**src/rtl/mem_arbiter_pkg.sv**
```systemverilog
// Shared types for the memory-port arbiter: bus word, access size encodings,
// arbiter state and the latched memory command.
package mem_arbiter_pkg;

  typedef logic [31:0] word_t;
  typedef logic [1:0]  mem_addr_t;

  localparam mem_addr_t SIZE_BYTE = 2'b00;
  localparam mem_addr_t SIZE_HALF = 2'b01;
  localparam mem_addr_t SIZE_WORD = 2'b10;

  typedef enum logic [1:0] {
    IDLE = 2'd0,
    CORE = 2'd1,
    DBG  = 2'd2
  } arb_state_t;

  typedef struct packed {
    logic      we;
    mem_addr_t size;
    word_t     addr;
    word_t     wdata;
  } mem_cmd_t;

  function automatic mem_cmd_t make_cmd(input logic      we,
                                        input mem_addr_t size,
                                        input word_t     addr,
                                        input word_t     wdata);
    mem_cmd_t cmd;
    cmd.we    = we;
    cmd.size  = size;
    cmd.addr  = addr;
    cmd.wdata = wdata;
    return cmd;
  endfunction

endpackage

```
**src/rtl/mem_arbiter_age_cnt.sv**
```systemverilog
// Saturating age counter that tracks how long the debug requester has been
// losing arbitration; limit_o forces the next debug win.
module arb_age_cnt #(
  parameter int STARVE_LIMIT = 8,
  parameter int CNT_W        = $clog2(STARVE_LIMIT + 1)
) (
  input  logic clk,
  input  logic rst,
  input  logic inc_i,
  input  logic clr_i,
  output logic limit_o
);

  localparam logic [CNT_W-1:0] LIMIT = CNT_W'(STARVE_LIMIT);

  logic [CNT_W-1:0] count_q;
  logic [CNT_W-1:0] count_d;

  // Clear takes precedence so a debug grant restarts the aging window.
  always_comb begin
    count_d = count_q;
    if (clr_i) begin
      count_d = '0;
    end else if (inc_i && (count_q != LIMIT)) begin
      count_d = count_q + CNT_W'(1);
    end
  end

  always_ff @(posedge clk) begin
    if (!rst) begin
      count_q <= '0;
    end else begin
      count_q <= count_d;
    end
  end

  assign limit_o = (count_q == LIMIT);

endmodule

```
**src/rtl/mem_arbiter.sv**
```systemverilog
// Two-requester memory port arbiter: core has priority, the debug/loader port
// is protected from starvation by an age counter.
module mem_arbiter
  import mem_arbiter_pkg::*;
#(
  parameter int STARVE_LIMIT = 8,
  parameter int CNT_W        = $clog2(STARVE_LIMIT + 1)
) (
  input  logic      clk,
  input  logic      rst,
  input  word_t     core_addr,
  input  logic      core_rden,
  input  logic      core_wren,
  input  mem_addr_t core_size,
  input  word_t     core_wdata,
  output word_t     core_rdata,
  output logic      core_wait,
  input  logic      dbg_req,
  input  logic      dbg_we,
  input  word_t     dbg_addr,
  input  mem_addr_t dbg_size,
  input  word_t     dbg_wdata,
  output logic      dbg_ack,
  output word_t     dbg_rdata,
  output logic      mem_req,
  output logic      mem_we,
  output word_t     mem_addr,
  output mem_addr_t mem_size,
  output word_t     mem_wdata,
  input  logic      mem_ready,
  input  word_t     mem_rdata
);

  arb_state_t state_q;
  mem_cmd_t   cmd_q;
  logic       mem_req_q;
  logic       dbg_ack_q;
  word_t      dbg_rdata_q;

  logic core_pending;
  logic age_limit;
  logic dbg_wins;
  logic grant_dbg;
  logic grant_core;

  assign core_pending = core_rden | core_wren;
  assign dbg_wins     = dbg_req & (~core_pending | age_limit);
  assign grant_dbg    = (state_q == IDLE) & dbg_wins;
  assign grant_core   = (state_q == IDLE) & ~dbg_wins & core_pending;

  arb_age_cnt #(
    .STARVE_LIMIT(STARVE_LIMIT),
    .CNT_W       (CNT_W)
  ) u_age_cnt (
    .clk    (clk),
    .rst    (rst),
    .inc_i  (dbg_req & (state_q != DBG)),
    .clr_i  (~dbg_req | grant_dbg),
    .limit_o(age_limit)
  );

  // Every access passes through IDLE, giving one bubble between transactions.
  always_ff @(posedge clk) begin
    if (!rst) begin
      state_q     <= IDLE;
      cmd_q       <= '0;
      mem_req_q   <= 1'b0;
      dbg_ack_q   <= 1'b0;
      dbg_rdata_q <= '0;
    end else begin
      dbg_ack_q <= 1'b0;
      case (state_q)
        IDLE: begin
          if (grant_dbg) begin
            state_q   <= DBG;
            mem_req_q <= 1'b1;
            cmd_q     <= make_cmd(dbg_we, dbg_size, dbg_addr, dbg_wdata);
          end else if (grant_core) begin
            state_q   <= CORE;
            mem_req_q <= 1'b1;
            cmd_q     <= make_cmd(core_wren, core_size, core_addr, core_wdata);
          end
        end
        CORE: begin
          if (mem_ready) begin
            state_q   <= IDLE;
            mem_req_q <= 1'b0;
          end
        end
        DBG: begin
          if (mem_ready) begin
            state_q   <= IDLE;
            mem_req_q <= 1'b0;
            dbg_ack_q <= 1'b1;
            if (!cmd_q.we) begin
              dbg_rdata_q <= mem_rdata;
            end
          end
        end
        default: begin
          state_q   <= IDLE;
          mem_req_q <= 1'b0;
        end
      endcase
    end
  end

  assign mem_req   = mem_req_q;
  assign mem_we    = cmd_q.we;
  assign mem_addr  = cmd_q.addr;
  assign mem_size  = cmd_q.size;
  assign mem_wdata = cmd_q.wdata;

  assign dbg_ack   = dbg_ack_q;
  assign dbg_rdata = dbg_rdata_q;

  // Core read data passes straight through in the completing cycle.
  assign core_rdata = (state_q == CORE) ? mem_rdata : '0;
  assign core_wait  = core_pending & ~((state_q == CORE) & mem_ready);

endmodule

```
**config.mk**
```make
export PLATFORM = sky130hd
export DESIGN_NAME = mem_arbiter
export DESIGN_NICKNAME = d
export VERILOG_FILES = /design/src/rtl/mem_arbiter_pkg.sv /design/src/rtl/mem_arbiter_age_cnt.sv /design/src/rtl/mem_arbiter.sv
export SDC_FILE = /design/constraint.sdc
export NUM_CORES = 1
export LEC_CHECK = 0
export BUFFER_PORTS_ARGS = -buffer_cell sky130_fd_sc_hd__buf_2
export CORE_AREA = 2 2 119 121
export CTS_BUF_LIST = sky130_fd_sc_hd__clkbuf_8
export CTS_CLUSTER_DIAMETER = 30
export DETAILED_ROUTE_END_ITERATION = 10
export DIE_AREA = 0 0 121 123
export PLACE_DENSITY_LB_ADDON = 0.15
export SLEW_MARGIN = 15
export SYNTH_ARGS = -nofsm -noshare
export SYNTH_HDL_FRONTEND = slang
export SYNTH_SLANG_ARGS = --single-unit
```
**constraint.sdc**
```tcl
create_clock -name clk -period 1.6 [get_ports clk]
set_clock_uncertainty 0.2 [all_clocks]
set_input_delay 0.16 -clock clk [delete_from_list [all_inputs] [get_ports clk]]
set_output_delay 0.16 -clock clk [all_outputs]
set_load 0.02 [all_outputs]
```
-- After elaboration in Yosys (flattened, before gate mapping)
Cells that the tools add are included.
Widths: inputs -> output; s select.
- register bits: 107
- input bits: 171
- output and inout port bits: 134
- logic and storage cells: 54
- $add $sub $neg: 1
- equal/unequal tests: 7
- mux-type cells: 12
- bitwise logic cells: 16
- reduce and logical (&&, ||, !) cells: 9
- operators with widths (operator ; count):
    $mux 67 ; 2
    $mux 32 ; 1
    $and 1x1->1 ; 7
    $mux 2 ; 3
    $not 1->1 ; 6
    $reduce_and 2->1 ; 3
    $add 4x1->4 const B ; 1
    $eq 4x4->1 const B ; 1
    $mux 1 ; 4
    $ne 4x4->1 const B ; 1
    $pmux 2 s2 ; 1
    $reduce_or 2->1 ; 2
    $ne 3x3->1 const B ; 1
    $or 1x1->1 ; 3
    $reduce_and 3->1 ; 1
    $eq 2x1->1 const B ; 1
    $eq 2x2->1 const B ; 1
    $logic_not 2->1 ; 1
    $ne 2x1->1 const B ; 1
    $ne 2x2->1 const B ; 1
    $pmux 1 s2 ; 1
    $reduce_bool 2->1 ; 1
    $logic_and 1x1->1 ; 1

-- Longest topological paths before layout
Gate-level depths: netlist of run 1.
- word-level depth: 10
- depth in mapped cells: 8
- depth with buffers taken out: 6

-- By module
Synthesis of run 1 repeated with hierarchy kept, for this count alone.
- cells, all modules: 470
- area, all modules: 4673.2 µm²
- by module, submodules not included (module ; times used ; cells each ; area each (µm²) ; sequential area each (µm²)):
    mem_arbiter ; 1 ; 445 ; 4455.5 ; 2062.0
    arb_age_cnt ; 1 ; 25 ; 217.7 ; 80.1

-- Worst setup path before layout of run 1
No wires, ideal clock.
- kind: register -> register
- start point: reg u_age_cnt.count_q[0]
- end point: reg cmd_q, in the netlist mem_wdata[0]
- arrival: 1415 ps
- data required time: 1326 ps
- slack: -89 ps
- stages on the path, launching flop included: 9
- period minus slack after synthesis: 1689 ps
- cell sequence: dfxtp_1 -> inv_1 -> ha_1 -> and3b_1 -> o21ai_2 -> buf_4 -> buf_6 -> nand2_1 -> a31oi_1
- longest elaborated chain between the ends: 8
- ends and longest elaborated chain (item ; line ; text):
    start, declared ; mem_arbiter_age_cnt.sv:16 ; logic [CNT_W-1:0] count_q;
    start signal, assigned ; mem_arbiter_age_cnt.sv:33 ; count_q <= count_d;
    $eq 4x4->1 (*) ; mem_arbiter_age_cnt.sv:37 ; assign limit_o = (count_q == LIMIT);
    $or 1x1->1 (*) ; mem_arbiter.sv:47 ; assign dbg_wins = dbg_req & (~core_pending | age_limit);
    $and 1x1->1 (*) ; mem_arbiter.sv:47 ;
    $not 1->1 ; mem_arbiter.sv:49 ; assign grant_core = (state_q == IDLE) & ~dbg_wins & core_pending;
    $and 1x1->1 (2 in a row) ; mem_arbiter.sv:49 ;
    $reduce_bool 2->1 (no source line) ; n/a ;
    $reduce_and 2->1 (no source line) ; n/a ;
    end signal, assigned ; mem_arbiter.sv:77 ; cmd_q <= make_cmd(dbg_we, dbg_size, dbg_addr, dbg_wdata);
    end signal, assigned ; mem_arbiter.sv:81 ; cmd_q <= make_cmd(core_wren, core_size, core_addr, core_wdata);
    end, declared ; mem_arbiter.sv:35 ; mem_cmd_t cmd_q;
Every way passes the cells marked *; elsewhere a longest branch is shown, timed or not.
A chain may end at the register's enable or synchronous reset.

-- Worst setup path in the final report of run 1
- start point: reg state_q[1]
- end point: out core_rdata[26]
- longest elaborated chain between the ends: 2
- ends and longest elaborated chain (item ; line ; text):
    start, declared ; mem_arbiter.sv:34 ; arb_state_t state_q;
    start signal, assigned ; mem_arbiter.sv:65 ; state_q <= IDLE;
    start signal, assigned ; mem_arbiter.sv:75 ; state_q <= DBG;
    start signal, assigned ; mem_arbiter.sv:79 ; state_q <= CORE;
    $eq 2x1->1 ; mem_arbiter.sv:118 ; assign core_rdata = (state_q == CORE) ? mem_rdata : '0;
    $mux 32 ; mem_arbiter.sv:118 ;
    end, declared ; mem_arbiter.sv:16 ; output word_t core_rdata,
Every way passes these cells.

==> run summary, run 1 <==
The flow ran to the end, but the final reports show violations. The final reports fail on negative setup slack. The DRC violations left was 0; the initial core utilization was 0.342. The clock transition at the registers of the reported paths is 0.09 ns. Overall power consumption after layout is estimated at 7.63 mW.

Derived from the worst setup path, the maximum achievable clock frequency is 530 MHz. The post-synthesis average cell area is 7.76 um2. Once detail routing completed, the nets flagged for antenna violations numbered 0.

The share of total power in sequential cells came out at 0.397. The critical path in this run is classified as flop to output port. In the final layout, flip-flops and latches occupy 0.00215 mm2.

The pre-antenna-repair detailed-routing pass consisted of 5 iterations. The async set-or-reset flop fraction in the synthesized netlist was 0; the total placed instance area was 0.00660 mm2. The logs give 0.745 for the core occupancy in the finished layout and 0 for the residual overflow from global routing. Switching component of the power: 2.48 mW.

Final count of pins violating max slew: 0. The placement row count was 43; the ratio of final minimum period to clock period was 1.18. The global-route usage over all layers was 0.276. Compared with the post-synthesis result, the final layout area differs by 118%. In this run the worst hold path is classified as input port to flop.

The logs give 0.00465 mm2 for the area of the mapped netlist and -0.288 ns for the setup slack after layout. The root buffer cell chosen for the clock tree is clkbuf_8. TritonCTS created 9 clock buffers.

The signal on the critical path passes through inv_2 -> buf_6 -> ha_4 -> buf_12 -> and2_1 -> buf_2. For the max-cap check violation count, the log shows 0. The logs give 0.360 for the power share of the combinational group and 0.0149 mm2 for the total die area. At the worst endpoint, the required time is 1.24 ns. After synthesis the netlist holds a flip-flop and latch count of 107.

The number of design-rule violations left by the first detailed-router iteration was 371. The pin slew with the least headroom to its limit was 0.412 ns; the final setup violation count was 138. The tools report the wire length of the first global-routing pass as 32300 um.

TritonCTS built the clock tree. The cell leakage power is 4.69 nW. The clock network power share is 0.243. The via count of the first global-routing pass came out at 6308. The part of the Yosys area used for sequential elements came out at 0.461. The internal portion of the total power is 5.15 mW.

The layout cell share with drive strength beyond 1 came out at 0.510. Dividing total power by cell area gives a power density of 752 mW/mm2. The via-per-instance ratio came out at 5.01. The placed wire-length estimate after detailed placement is 10700 um, and the number of top-level pins is 305. The number of antenna violations at the first check in global routing was 0; the data arrival time of the worst path was 1.53 ns.

Measured along the x axis, the die boundary spans 121 um. The master of the slowest instance on the critical path was dfxtp_2. The run gives 0.722 as the normalized max-slew margin. The post-route cell area was 0.0101 mm2; the highest net fanout along the worst path was 15.

STA classifies the critical path endpoint as an output port. The most used flip-flop cell after synthesis is dfxtp_1. The synthesized netlist net count is 775, and the maximum single-stage delay on the critical path is 0.36 ns. The worst path needs 1.89 ns of the cycle, external delays included. The count of vias placed by the detailed router was 6503. The logs give 1288 for the net total in the final layout and 0.678 mV for the peak supply drop. The cell count after synthesis came out at 599.

The tree built by TritonCTS fans out to 107 sinks. The tools report the hold violation count in the final report as 0. For the number of unique standard cell types used by synthesis, the log shows 34.

The logs give 38 for the largest net degree at the start of global routing and 0 for the total number of yosys warnings. Buffers placed on the I/O ports in this run total 304. The net switching fraction of the power works out to 0.325.

The clock tree synthesis step divided the H-tree into 3 levels. Before CTS, the worst setup slack after placement is -0.164 ns. Counting the fill cells in the layout gives 923.

The synthesized design contains 0 enable-type register cells. The congestion estimate from routability-driven global placement came to 0.772. Setup repair after global routing could not meet its margin everywhere.

For this block, the routed nets add up to 22600 um of wire. Sort of element at the start of the critical path: a flop. The later pin in the worst-skew pair is clocked with a latency of 0.37 ns. The placeable core area was 0.0136 mm2; the maximum buffer depth of the clock tree was 2. From bottom edge to top edge, the die measures 123 um. Summing all multi-input logic gate instances after layout gives 0.00300 mm2.

Average detailed-routed wire length per instance: 17.4 um.
[path summary, 6_finish.rpt]
| path | startpoint | to | slack (ns) | depth (start not counted) |
|---|---|---|---|---|
| worst max-delay path | state_q[1] | core_rdata[26] | -0.29 | 6 |
| worst min-delay path | dbg_req | mem_req | 0.13 | 5 |
| worst max register to register | u_age_cnt.count_q[1] | mem_addr[0] | -0.26 | 9 |
| worst min register to register | dbg_rdata[25] | dbg_rdata[25] | 0.25 | 2 |
[placed cells by master (no fill, tap or decap), types with 2 or more instances in the layout]
cell type	netlist	routed
a21boi_1	0	30
a21boi_2	1	3
a21oi_2	0	3
a31oi_1	66	58
a31oi_4	0	7
and2_1	33	20
and2_4	0	13
buf_12	0	24
buf_16	0	8
buf_2	21	288
buf_4	1	20
buf_6	6	34
buf_8	0	8
bufinv_16	0	2
clkbuf_16	0	2
clkbuf_8	0	10
dfxtp_1	107	104
dfxtp_2	0	3
dlygate4sd3_1	0	168
ha_4	0	4
inv_1	6	3
inv_2	0	5
nand2_1	203	84
nand2_2	0	85
nand2_4	0	34
nor2_2	0	2
nor2b_1	2	2
o21ai_0	67	65
o21ai_1	1	2
[repair_timing]
| action | CTS | global route |
|---|---|---|
| gates resized for setup | 192 | 152 |
| gates cloned | 22 | 2 |
| hold buffers | 168 | 0 |
| pin swaps | 141 | 97 |
| buffers inserted | 30 | 9 |
| setup endpoints to repair | 139 | 139 |
| endpoints found under the hold margin | 100 | 0 |
[per-stage QoR]
step | std cells | TNS (ns) | hold slack [ns]
final | 1298 | -24.15 | 0.131
after global routing | 1297 | -33.19 | 0.143
after CTS | 1305 | -24.89 | 0.129
after detailed placement | 1069 | -7.67 | 0.222
after global placement | 1069 | -5.89 | 0.216
after floorplan | 599 | -0.248 | 0.103
[logic make-up (layout without fill, tap and decap cells)]
group,after synthesis,count (layout),share of synthesized area
DFF,107,107,0.461
AOI/OAI and AO/OA,180,180,0.237
other,0,1,0
xor gates and xnor gates,2,2,0.00377
adders and majority gates,5,5,0.0135
and+or+nand+nor,249,249,0.224
buffers and inverters,56,574,0.0614
[metal layers]
metal / up-vias / GRT usage / routed length (um)
li1: 3060 / - / -
met1: 3029 / 0.318 / 8570
met2: 341 / 0.488 / 11500
met3: 73 / 0.0563 / 1690
met4: 0 / 0.138 / 827
met5: - / 0 / 0
[cells in the mapped netlist, drive strengths merged, types with 2 or more instances]
cell	instances	area [um2]
nand2	203	762
a31oi	66	413
or2	2	12.5
dfxtp	107	2140
ha	5	62.6
and2	33	206
a21boi	34	259
clkbuf	22	82.6
inv	6	22.5
buf	28	180
o21ai	69	349
nor2	4	15.0
a21oi	4	20.0
nor2b	2	12.5
[state kept, by name, indices dropped and copies added, names as in the netlist]
name	cells
dbg_ack	1
dbg_rdata	32
mem_addr	32
mem_req	1
mem_size	2
mem_wdata	32
mem_we	1
state_q	2
u_age_cnt.count_q	4
[critical path: cells and delay by family, from the launching register on]
| family | cells | cell delay, ns |
|---|---|---|
| simple gates | 1 | 0.16 |
| flops | 1 | 0.36 |
| buf+inv | 4 | 0.47 |
| fa+ha+maj | 1 | 0.18 |
[cell type report]
class                      instances  share of cell area
timing repair buffer             552               0.446
multi-input combinational        436               0.296
sequential                       107               0.212
tap                              180              0.0222
clock buffer                      10              0.0136
clock inverter                     6             0.00802
inverter                           6             0.00222
antenna                            1            0.000247
[power groups by stage]
stage / Combinational (mW) / Clock [mW] / Sequential, mW
floorplan: 0.682 / 0 / 3.36
global placement: 1.73 / 0 / 3.07
detailed placement: 1.73 / 0 / 3.07
CTS: 2.50 / 1.92 / 3.01
global route: 2.90 / 2.02 / 3.05
finish: 2.75 / 1.85 / 3.03
No activity file was read; power rests on OpenSTA's default activity.
==> run 2, diff against run 1 <==
CORE_AREA = 2 2 117 119   (was 2 2 119 121)
CTS_BUF_LIST = sky130_fd_sc_hd__clkbuf_4 sky130_fd_sc_hd__clkbuf_8 sky130_fd_sc_hd__clkbuf_16   (was sky130_fd_sc_hd__clkbuf_8)
DIE_AREA = 0 0 119 121   (was 0 0 121 123)
==> run 2 against run 1 <==
  * The flow still finishes with violations (negative setup slack)
  * Via count shrank 1.3%
  * Cell area fell by 7.4%
  * Clock power is 12% higher
  * Die area decreased by 3.3%
  * Largest cell class unchanged
  * Largest power group unchanged
==> run summary, run 2 (synthesis gave the netlist of run 1 again) <==
The number of CTS-inserted buffers was 9 (unchanged). For the number of standard cells in the final layout excluding fillers, the log shows 1264 (-2.6%). The critical path data required time was 1.66 ns (+0.42 ns). The wire length after detailed routing is 21000 um (-7.2%). The worst hold path belongs to the class input port to flop. The pin slew with the least headroom to its limit was 0.392 ns (-0.0198 ns).

TritonCTS built the clock tree. The highest net fanout along the worst path came out at 17 (+2). Placed instance count: 1049 (-1.9%). The cell sitting at the root of the clock tree is a clkbuf_16. The logs give 0 (unchanged) for the number of nets with antenna violations after routing and 2 (unchanged) for the maximum buffer depth of the clock tree. Setup repair after global routing could not meet its margin everywhere. STA classifies the critical path endpoint as a flop.

The normalized max-slew margin is 0.738 (+0.0152). The aggregate negative setup slack was -15.60 ns (+8.55 ns). The die span in x was 119 um (-1.7%); the placeable core area was 0.0131 mm2 (-3.9%).

The logs give 0.0526 (-0.00364) for the met3 usage and -0.188 ns (-0.0237 ns) for the worst slack at placement. The floorplan die height is 121 um (-1.6%), and the multi-input gate area in the final layout is 0.00253 mm2 (-16%). The via count of the first global-routing pass came out at 6228 (-1.3%). The ratio of final minimum period to clock period was 1.14 (-0.0387); the average detailed-routed wire length per instance was 16.6 um (-4.7%). The time the final worst path needs with I/O delays and setup was 1.83 ns (-0.0620 ns); the via-per-instance ratio was 5.08 (+1.3%).

Layout cell share with drive strength beyond 1: 0.413 (-0.0972). The tools report the number of top-level pins as 305 (unchanged). The tools report the cell leakage power as 4.42 nW (-5.9%).

Number of port buffers: 304 (unchanged). The tools report the residual overflow from global routing as 0 (unchanged). The number of design-rule violations left by the first detailed-router iteration is 517 (+39%), and the met2 capacity usage during global routing is 0.463 (-0.0251). The run gives 0.258 (-0.0184) as the global-route usage over all layers.

The start-to-end type of the worst setup path was flop to flop. The global routing stage identified its most utilized layer as met2. The count of vias placed by the detailed router is 6416 (-1.3%), and the data arrival time of the worst path is 1.88 ns (+0.35 ns). The tightest hold margin was 0.111 ns (-0.0205 ns); the first-pass iteration count of the detailed router was 5 (unchanged). The largest net degree at the start of global routing was 77 (+100%). In the layout the commonest cells are buf_2, nand2_1, dlygate4sd3_1. The max-cap check violation count came out at 0 (unchanged). The tools report the peak supply drop as 0.507 mV (-25%). The clock transition at the registers of the reported paths came out at 0.07 ns (-0.02 ns). The number of antenna violations at the first check in global routing was 0 (unchanged). The maximum level of the CTS H-tree was 3 (unchanged).

The final setup violation count is 128 (-7.2%). Leaving out fill and tap cells, the most frequent cell in the layout is buf_2. The placed wire-length estimate after detailed placement came out at 10600 um (-1.6%). The tools report the number of clock sinks as 107 (unchanged). The flow ran to the end, but the final reports show violations. The final-layout fill cell count was 943 (+2.2%).

The DRC violations left is 0 (unchanged), and the latest clock arrival within the worst-skew pair is 0.34 ns (-0.03 ns). The setup slack after layout is -0.226 ns (+0.0620 ns), and the post-synthesis to final-layout area growth is 102%. The wire length of the first global-routing pass is 30000 um (-7.1%).

For the placer's final routability congestion estimate, the log shows 0.831 (+7.6%). The checks that failed: negative setup slack. The run gives 0.289 (-0.0284) as the met1 global-route usage.

The total die area came out at 0.0144 mm2 (-3.3%). The register cell area after layout was 0.00215 mm2 (+0.17%); the initial core utilization was 0.355 (+0.0138). The maximum achievable frequency is 548 MHz (+3.4%), and the placement row count is 42 (-2.3%). The run gives 7.51 mW (-1.5%) as the total power of the final layout. The hold violation count in the final report is 0 (unchanged). Sort of element at the start of the critical path: a flop. The net total in the final layout was 1260 (-2.2%). The final count of pins violating max slew was 0 (unchanged); the power per cell area was 800 mW/mm2 (+6.4%).
==> run 2: cell types whose count changed in the layout (fill, tap and decap cells not counted), sizes merged <==
cell and delta:
inv -2, clkbuf +4, buf -30, bufinv -2, clkinv +1, dlygate4sd3 -1
==> run 2: area by class of cell <==
cell class | count | area share
Sequential cell | 107 | 0.229
Timing Repair Buffer | 524 | 0.447
Inverter | 6 | 0.00267
Antenna cell | 1 | 0.000267
Clock inverter | 3 | 0.00160
Tap cell | 176 | 0.0235
Clock buffer | 11 | 0.0269
Multi-Input combinational cell | 436 | 0.269
==> run 2: per-stage QoR <==
step / cell area (um2) / util
2_1_floorplan: 4670 / -
3_3_place_gp: 6420 / 0.491
5_1_grt: 9390 / 0.717
6_report: 9390 / 0.717
4_1_cts: 8820 / 0.674
3_5_place_dp: 6420 / 0.491
==> run 2: power breakdown <==
part           switching (mW)  leakage (nW)  internal, mW
registers               0.123         0.883          2.91
logic                    1.25          3.40          1.16
clock network           0.961         0.137          1.12
total                    2.33          4.42          5.18
==> run 2: path summary, 6_finish.rpt <==
kind / endpoint / slack [ns] / cells after the start / start
max: mem_wdata[21] / -0.23 / 8 / u_age_cnt.count_q[1]
min: mem_req / 0.11 / 3 / mem_ready
max reg2reg: mem_wdata[21] / -0.23 / 8 / u_age_cnt.count_q[1]
min reg2reg: dbg_rdata[11] / 0.25 / 2 / dbg_rdata[11]
==> run 2: what timing repair did <==
| action | in CTS | in global routing |
|---|---|---|
| gates resized for setup | 59 | 137 |
| setup buffers | 5 | 13 |
| endpoints found under the hold margin | 100 | 0 |
| gates cloned | 9 | 8 |
| pin swaps | 13 | 56 |
| hold buffers | 167 | 0 |
| endpoints found under the setup margin | 132 | 139 |
==> run 2: metal layers <==
layer / wire length (um) / vias up
met1: 7890 / 2956
met4: 880 / 0
li1: - / 3001
met3: 1580 / 76
met5: 0 / -
met2: 10700 / 383
==> run 2: critical path: stages, from the launching register on <==
cell and delay (ns):
dfxtp_2 0.34, inv_2 0.04, ha_4 0.15, and3b_2 0.22
o21ai_4 0.18, buf_12 0.15, buf_12 0.15, nand2_1 0.08
a31oi_1 0.21
==> run 3, diff against run 2 <==
==> constraint.sdc (replaced) <==
create_clock -name clk -period 1.6 [get_ports clk]
set_clock_uncertainty 0.2 [all_clocks]
set_input_delay 0 -clock clk [delete_from_list [all_inputs] [get_ports clk]]
set_output_delay 0 -clock clk [all_outputs]
set_load 0.02 [all_outputs]
==> run 3 against run 2 <==
  * Maximum frequency is 0.26% lower
  * Utilization is 0.94 points higher
  * Hold slack worse by 0.058 ns
  * Wire length is 4.3% higher
  * Die area stayed put
  * Setup slack worse by 0.0048 ns
  * Clock power hardly changed
  * The run still ends with negative setup slack left
  * Total power is 1.6% higher
  * Non-clock buffer count is 4 higher
==> run summary, run 3 (synthesis gave the netlist of run 1 again) <==
Layout cell share with drive strength beyond 1: 0.420 (+0.00673). The number of top-level pins came out at 305 (unchanged). The maximum level of the CTS H-tree is 3 (unchanged).

The tools report the critical path endpoint category as a flop. The latest clock arrival within the worst-skew pair came out at 0.34 ns (about the same). Tracing the worst setup path back leads to its startpoint at u_age_cnt.count_q[1]. The total placed instance area came out at 0.00642 mm2 (unchanged). The initial core utilization was 0.355 (unchanged); the ratio of final minimum period to clock period was 1.14 (+0.00299). The final setup violation count came out at 78 (-39%). The maximum buffer depth of the clock tree came out at 2 (unchanged). The run gives 546 MHz (-0.26%) as the maximum achievable frequency.

The run finished, with violations left. Number of CTS-inserted buffers: 9 (unchanged). The placer's final routability congestion estimate came out at 0.831 (unchanged). The highest net fanout along the worst path was 5 (-12). The share of total power in sequential cells was 0.397 (-0.006). The net switching fraction of the power was 0.312 (+0.00239); the number of design-rule violations left by the first detailed-router iteration was 532 (+2.9%). The largest net degree at the start of global routing is 77 (unchanged). The logs give 0 (unchanged) for the residual overflow from global routing and 0.329 (+0.009) for the power share of the combinational group. The tools report the peak supply drop as 0.549 mV (+8.2%). STA classifies the critical path startpoint as a flop. Number of nets with antenna violations after routing: 0 (unchanged). The run gives 0.491 (+0.0277) as the met2 capacity usage during global routing. The global-route usage over all layers is 0.271 (+0.0132), and the critical path data required time is 1.68 ns (+0.02 ns). The final reports fail on negative setup slack.

The run gives 0.00951 mm2 (+1.3%) as the post-route cell area. For the wire length after detailed routing, the log shows 21900 um (+4.3%). Time the final worst path needs with I/O delays and setup: 1.83 ns (+0.00479 ns). The cell leakage power was 4.46 nW (+1.0%); the aggregate negative setup slack was -11.95 ns (+3.65 ns). The placement row count is 42 (unchanged). The via-per-instance ratio was 5.14 (+1.2%); the data arrival time of the worst path was 1.91 ns (+0.03 ns). The die span in x was 119 um (unchanged).

The worst register-to-register path begins at u_age_cnt.count_q[1]. The net total in the final layout came out at 1264 (+0.32%). The pin slew with the least headroom to its limit was 0.384 ns (-0.00815 ns). The run gives 0 (unchanged) as the max-cap check violation count.

The placeable core area was 0.0131 mm2 (unchanged). The path class of the tightest hold or removal check is input port to flop. Number of clock sinks: 107 (unchanged). The logs give 0.727 (+0.00937) for the core occupancy in the finished layout and 0.274 (-0.003) for the clock network power share. Average detailed-routed wire length per instance: 17.3 um (+3.9%).

In the layout the commonest cells are buf_2, nand2_1, dlygate4sd3_1. Power per cell area: 803 mW/mm2 (+0.32%). The tools report the internal power component as 5.25 mW (+1.3%). For the total power of the final layout, the log shows 7.64 mW (+1.6%). The met1 global-route usage is 0.299 (+0.0102), and the worst slack at placement is -0.188 ns (unchanged). The run gives 31300 um (+4.6%) as the wire length of the first global-routing pass.

The run gives 0 (unchanged) as the DRC violations left. The run gives 1 (+1) as the number of antenna violations at the first check in global routing. The register cell area after layout is 0.00215 mm2 (unchanged), and the multi-input gate area in the final layout is 0.00255 mm2 (+0.89%). The cell sitting at the root of the clock tree is a clkbuf_16.

The busiest metal layer after global routing is met2. In this run the most critical hold path is launched from core_rden. The floorplan die height works out to 121 um (unchanged).

Via count of the first global-routing pass: 6452 (+3.6%). The met3 usage is 0.0522 (-0.000470). The total die area came out at 0.0144 mm2 (unchanged). TritonCTS built the clock tree. For the placed wire-length estimate after detailed placement, the log shows 10600 um (unchanged). The count of vias placed by the detailed router was 6513 (+1.5%); the final-layout fill cell count was 920 (-2.4%). Setup repair after global routing could not meet its margin everywhere. From synthesis to final layout, the design area changed by 105%.

The hold violation count in the final report was 0 (unchanged). The clock transition at the registers of the reported paths works out to 0.07 ns (about the same). Leaving out fill and tap cells, the most frequent cell in the layout is buf_2.

The number of port buffers is 304 (unchanged). Start-to-end type of the worst setup path: flop to flop. The final count of pins violating max slew is 0 (unchanged), and the setup slack after layout is -0.231 ns (-0.00479 ns).

The run gives 5 (unchanged) as the first-pass iteration count of the detailed router. The normalized max-slew margin was 0.743 (+0.00545); the switching component of the power was 2.39 mW (+2.4%).
run 3: path summary, 6_finish.rpt:
path / endpoint / slack (ns) / cells past startpoint
hold reg to reg: dbg_rdata[27] / 0.25 / 2
setup reg to reg: u_age_cnt.count_q[1] / -0.23 / 9
hold / removal: mem_req / 0.05 / 4
setup / recovery: u_age_cnt.count_q[1] / -0.23 / 9
run 3: metal layers:
metal | vias to the layer above | share of wire
met5 | - | 0
met4 | 0 | 0.041
met3 | 79 | 0.079
met2 | 391 | 0.51
met1 | 3037 | 0.37
li1 | 3006 | -
run 3: power by group through the flow:
stage	registers, mW	clock network, mW	logic (mW)
after floorplan	3.36	0	0.682
after global placement	3.07	0	1.65
after detailed placement	3.07	0	1.67
after CTS	3.02	2.13	2.32
after global routing	3.05	2.22	2.66
final	3.03	2.09	2.52
run 3: worst max-delay path: stages, from the launching register on:
cell	delay, ns
dfxtp_2	0.34
inv_2	0.05
ha_4	0.15
and3b_2	0.23
o21ai_4	0.18
buf_12	0.15
buf_4	0.11
o211ai_1	0.09
buf_4	0.18
a21oi_2	0.09
run 3: area by class of cell:
| type | count | area share |
|---|---|---|
| Clock inverter | 3 | 0.00158 |
| Timing Repair Buffer | 528 | 0.452 |
| Antenna cell | 1 | 0.000263 |
| Sequential cell | 107 | 0.226 |
| Clock buffer | 11 | 0.0266 |
| Inverter | 6 | 0.00263 |
| Tap cell | 176 | 0.0232 |
| Multi-Input combinational cell | 436 | 0.268 |
run 3: stage by stage:
stage               hold WS [ns]  cells
floorplan                -0.0674    599
global placement          0.0560   1049
detailed placement        0.0629   1049
CTS                       -0.186   1251
global route              0.0922   1268
finish                    0.0532   1268
run 3: timing repair:
| item | 4_1_cts | 5_1_grt |
|---|---|---|
| endpoints found under the setup margin | 132 | 139 |
| resized for setup | 139 | 72 |
| gates cloned | 12 | 10 |
| pin swaps | 34 | 43 |
| buffers inserted | 8 | 10 |
| endpoints found under the hold margin | 107 | 1 |
| hold buffers | 168 | 1 |
